`config.mk`:
```
export PLATFORM = sky130hd
export DESIGN_NAME = apb_evt_cnt_reg
export DESIGN_NICKNAME = d
export VERILOG_FILES = /design/src/rtl/apb_evt_cnt_reg.sv
export SDC_FILE = /design/constraint.sdc
export NUM_CORES = 1
export LEC_CHECK = 0
export BUFFER_PORTS_ARGS = -buffer_cell sky130_fd_sc_hd__buf_2
export CAP_MARGIN = 10
export CORE_MARGIN = 4
export CORE_UTILIZATION = 51
export DETAILED_ROUTE_END_ITERATION = 8
export PLACE_DENSITY = 0.82
export SKIP_CTS_REPAIR_TIMING = 1
export SLEW_MARGIN = 20
export SYNTH_ARGS = -nofsm -noshare
export SYNTH_HDL_FRONTEND = slang
export SYNTH_SLANG_ARGS = --single-unit
```
`constraint.sdc`:
```
create_clock -name clk -period 2.3 [get_ports clk]
set_input_delay 0.115 -clock clk [delete_from_list [all_inputs] [get_ports clk]]
set_output_delay 0.115 -clock clk [all_outputs]
set_load 0.05 [all_outputs]
```
`src/rtl/apb_evt_cnt_reg.sv`:
```
// Read-to-clear event counters, one per channel, each with a sticky overflow flag.
// The channel picked by rd_sel is presented on a 32-bit APB read word.
module apb_evt_cnt_reg #(
  parameter int NUM_CH   = 2,
  parameter int CNT_W    = 10,
  parameter int SEL_W    = 1,
  parameter int SATURATE = 0,
  parameter int EDGE_DET = 0
) (
  input  logic              clk,
  input  logic              rstn,
  input  logic              en,
  input  logic [NUM_CH-1:0] evt,
  input  logic              clr_all,
  input  logic              read,
  input  logic [SEL_W-1:0]  rd_sel,
  output logic [31:0]       rdata,
  output logic              ovf_any
);

  localparam logic [CNT_W-1:0] CNT_MAX = '1;
  localparam logic [CNT_W-1:0] CNT_ONE = CNT_W'(1);

  logic [CNT_W-1:0]  cnt [NUM_CH];
  logic [NUM_CH-1:0] ovf;
  logic [NUM_CH-1:0] evt_q;
  logic [NUM_CH-1:0] hit;
  logic [NUM_CH-1:0] rd_clr;

  // An out-of-range rd_sel matches no channel, so such a read clears nothing.
  always_comb begin
    hit    = '0;
    rd_clr = '0;
    for (int i = 0; i < NUM_CH; i++) begin
      hit[i]    = en & ((EDGE_DET != 0) ? (evt[i] & ~evt_q[i]) : evt[i]);
      rd_clr[i] = read & (rd_sel == SEL_W'(i));
    end
  end

  always_ff @(posedge clk) begin
    if (!rstn) begin
      evt_q <= '0;
      ovf   <= '0;
      for (int i = 0; i < NUM_CH; i++) cnt[i] <= '0;
    end else begin
      evt_q <= evt;
      for (int i = 0; i < NUM_CH; i++) begin
        if (clr_all) begin
          cnt[i] <= '0;
          ovf[i] <= 1'b0;
        end else if (rd_clr[i]) begin
          // an event coinciding with the read lands in the freshly cleared counter
          cnt[i] <= hit[i] ? CNT_ONE : '0;
          ovf[i] <= 1'b0;
        end else if (hit[i]) begin
          if (cnt[i] != CNT_MAX) begin
            cnt[i] <= cnt[i] + CNT_ONE;
          end else begin
            ovf[i] <= 1'b1;
            if (SATURATE == 0) cnt[i] <= '0;
          end
        end
      end
    end
  end

  always_comb begin
    rdata = '0;
    for (int i = 0; i < NUM_CH; i++) begin
      if (rd_sel == SEL_W'(i)) begin
        rdata[31]        = ovf[i];
        rdata[CNT_W-1:0] = cnt[i];
      end
    end
  end

  assign ovf_any = |ovf;

endmodule

```
==> summary.txt <==
Outcome
  – Status: complete, no violations

Clocking
  – TritonCTS Buffers: 3
  – Clk root buf: clkbuf_4
  – CTS tree: done
  – Clk slew on worst S/H paths: 120 ps
  – H-Tree Depth: 1
  – Clk Latency, worst-skew pair: 310 ps
  – Clock Tree Buf Depth: 2
  – Clk sinks: 22

Timing
  – Final min period: approximately 1700 ps
  – RSZ-0062 raised after global routing: false
  – Setup_tns: 0 ps
  – Clock skew: about 12 ps
  – Max frequency: 0.581 GHz
  – Endpoints failing hold: 0
  – Final setup fails: 0
  – Tcrit/Tclk final: 0.748
  – Slew Viols, Final: 0

Floorplanning
  – Num ports: 41
  – Die ar.: 3760 um^2
  – Starting Density: 0.530
  – Placeable Area: 2730 um^2
  – Die W: a little over 60 um
  – FP Rows: 19
  – Die Span Y: 61.3 um

Placement
  – Buffers on Ports: 19
  – Placer Congestion: 0.841
  – Cells after DPL: approximately 190
  – Placed Area: 1490 um^2
  – Post-DP HPWL: 2030 um

Global routing
  – GR Overflow Total: 0
  – All-layer global routing usage: 0.156
  – Vias in the first global route: 932
  – Largest net degree at the start of global routing: 15
  – Global-route wire length before repair: 4310 um
  – Initial antenna violation count: 0

Worst setup path
  – Reg2Reg Launch Point: cnt[0][0]
  – R2R Path End: cnt[0][0]
  – Crit. End Element: register
  – Critical path type: register to register
  – Crit Path Max Fanout: 6
  – R2R cell count: 5
  – Worst EP required: 2450 ps
  – Reg2Reg Setup Slack: 580 ps
  – CP arrival: between 1500 and 2000 ps
  – Setup crit start kind: register

Cells and area
  – Fraction of layout instances using a drive strength above 1: 0.227
  – Synth-to-Final Area Change: 4.31%
  – Antenna cell count: 0
  – Fill count: 245
  – Nets: roughly 180
  – Layout Cells excl Fill: around 190
  – Fin area: 1510 um^2

Synth
  – Distinct cells, synth: 34
  – Post-Syn Area: 1450 um^2
  – Register area share after synthesis: 0.442
  – YS warnings: 0
  – Syn_area_per_cell: roughly 10 um^2
  – Number of synthesized register bits: 22
  – Cells after Synth: 145

Power
  – Power Density: between 500 and 600 nW/um^2
  – Overall power: between 0.8 and 0.9 mW
  – VDD IR-drop max: 0.385 mV
  – Leak: roughly 0.62 nW

Min path
  – Hold depth: 3
  – Hold Crit Start: read
  – Min-Delay Path Class: input port to register
  – WHS Endpoint: ovf[1]

Detailed routing
  – Vias/cell: 5.36
  – DRT Pass-1 Iters: 5
  – Via count: around 1000
  – Wirelength per Cell: 13.6 um
  – Starting DRT DRC Count: 51
  – Total Routed Length: roughly 2600 um
  – Detail Route Antenna Nets: 0
  – Drc violations: 0

Run
  – Max_cap viols: 0
## registers in the layout (all words and copies together), names as in the netlist
signal  count
ovf         2
cnt        20
## synth_stat cells
| master | number | area share |
|---|---|---|
| a211o_1 | 1 | 0.0060 |
| a21oi_1 | 6 | 0.021 |
| a311oi_1 | 1 | 0.0060 |
| a31o_2 | 1 | 0.0060 |
| and2_1 | 1 | 0.0043 |
| and3_1 | 2 | 0.0086 |
| and3_4 | 1 | 0.0078 |
| and4_1 | 2 | 0.012 |
| buf_4 | 21 | 0.11 |
| clkbuf_1 | 3 | 0.0078 |
| conb_1 | 1 | 0.0026 |
| dfxtp_1 | 2 | 0.028 |
| edfxtp_1 | 20 | 0.41 |
| ha_1 | 2 | 0.017 |
| inv_1 | 3 | 0.0078 |
| mux2_2 | 11 | 0.085 |
| nand2_1 | 11 | 0.028 |
| nand2_2 | 1 | 0.0043 |
| nand2b_1 | 2 | 0.0086 |
| nand3_1 | 8 | 0.028 |
| nand4_1 | 3 | 0.013 |
| nand4b_1 | 1 | 0.0060 |
| nor2_1 | 18 | 0.047 |
| nor2b_1 | 1 | 0.0043 |
| nor3_1 | 2 | 0.0069 |
| o211ai_1 | 1 | 0.0052 |
| o21a_1 | 1 | 0.0052 |
| o21ai_0 | 1 | 0.0034 |
| o22ai_1 | 1 | 0.0043 |
| o31ai_1 | 1 | 0.0052 |
| or2_2 | 1 | 0.0043 |
| or4_1 | 1 | 0.0052 |
| xnor2_1 | 5 | 0.030 |
| xor2_1 | 8 | 0.048 |
## cell type report
| class | count | area [um^2] | share of cell area |
|---|---|---|---|
| Tap cell | 31 | 38.8 | 0.0256 |
| Multi-Input combinational cell | 116 | 704 | 0.466 |
| Sequential cell | 22 | 641 | 0.423 |
| Timing Repair Buffer | 19 | 95.1 | 0.0629 |
| Clock buffer | 3 | 22.5 | 0.0149 |
| Inverter | 3 | 11.3 | 0.00744 |
## cells by family after synthesis
group                    synth area share
AND/OR/NAND/NOR                     0.188
other                             0.00259
AO/OA/AOI/OAI                      0.0621
buffers and inverters               0.124
XOR/XNOR                           0.0785
multiplexers                       0.0854
adder cells (fa/ha/maj)            0.0173
flip-flops                          0.442
## worst max-delay path: stages (launching register included)
cell and delay, ps:
edfxtp_1 480, ha_1 290, and4_1 240, nand4_1 130, nand4_1 210, o22ai_1 220
## how the worst max path moves through the flow
stage | end | slack, ps | depth (start not counted) | startpoint
finish | cnt[0][0] | 580 | 5 | cnt[0][0]
detailed placement | cnt[0][0] | 620 | 5 | cnt[0][0]
floorplan | cnt[1][7] | 730 | 5 | cnt[1][0]
CTS | cnt[0][0] | 580 | 5 | cnt[0][0]
global route | cnt[0][0] | 450 | 5 | cnt[0][0]
global placement | cnt[0][0] | 720 | 5 | cnt[0][0]
## report_power, final
group,internal [mW],switching [mW],leakage (nW)
sequential,0.453,0.0232,0.248
clock,0.0611,0.111,0.0138
combinational,0.0352,0.149,0.358
## metrics by stage
step	setup slack (ps)	hold WS (ps)	utilization
3_3_place_gp	720	433	0.545
4_1_cts	583	110	0.553
3_5_place_dp	617	448	0.545
6_report	580	111	0.553
2_1_floorplan	731	317	-
5_1_grt	448	109	0.553
## layer usage
| layer | global-route usage | part of all wire |
|---|---|---|
| met1 | 0.227 | 0.48 |
| met2 | 0.233 | 0.44 |
| met5 | 0 | 0 |
| met4 | 0.0557 | 0.015 |
| met3 | 0.0294 | 0.065 |
## layout by cell type (no fill, tap or decap), drive strengths merged, types with 2 or more instances in the layout
cell type,instances
a21oi,6
and3,3
and4,2
buf,19
clkbuf,3
conb,21
dfxtp,2
edfxtp,20
ha,2
inv,3
mux2,11
nand2,12
nand2b,2
nand3,8
nand4,3
nor2,18
nor3,2
xnor2,5
xor2,8
No activity file was read; power rests on OpenSTA's default activity.
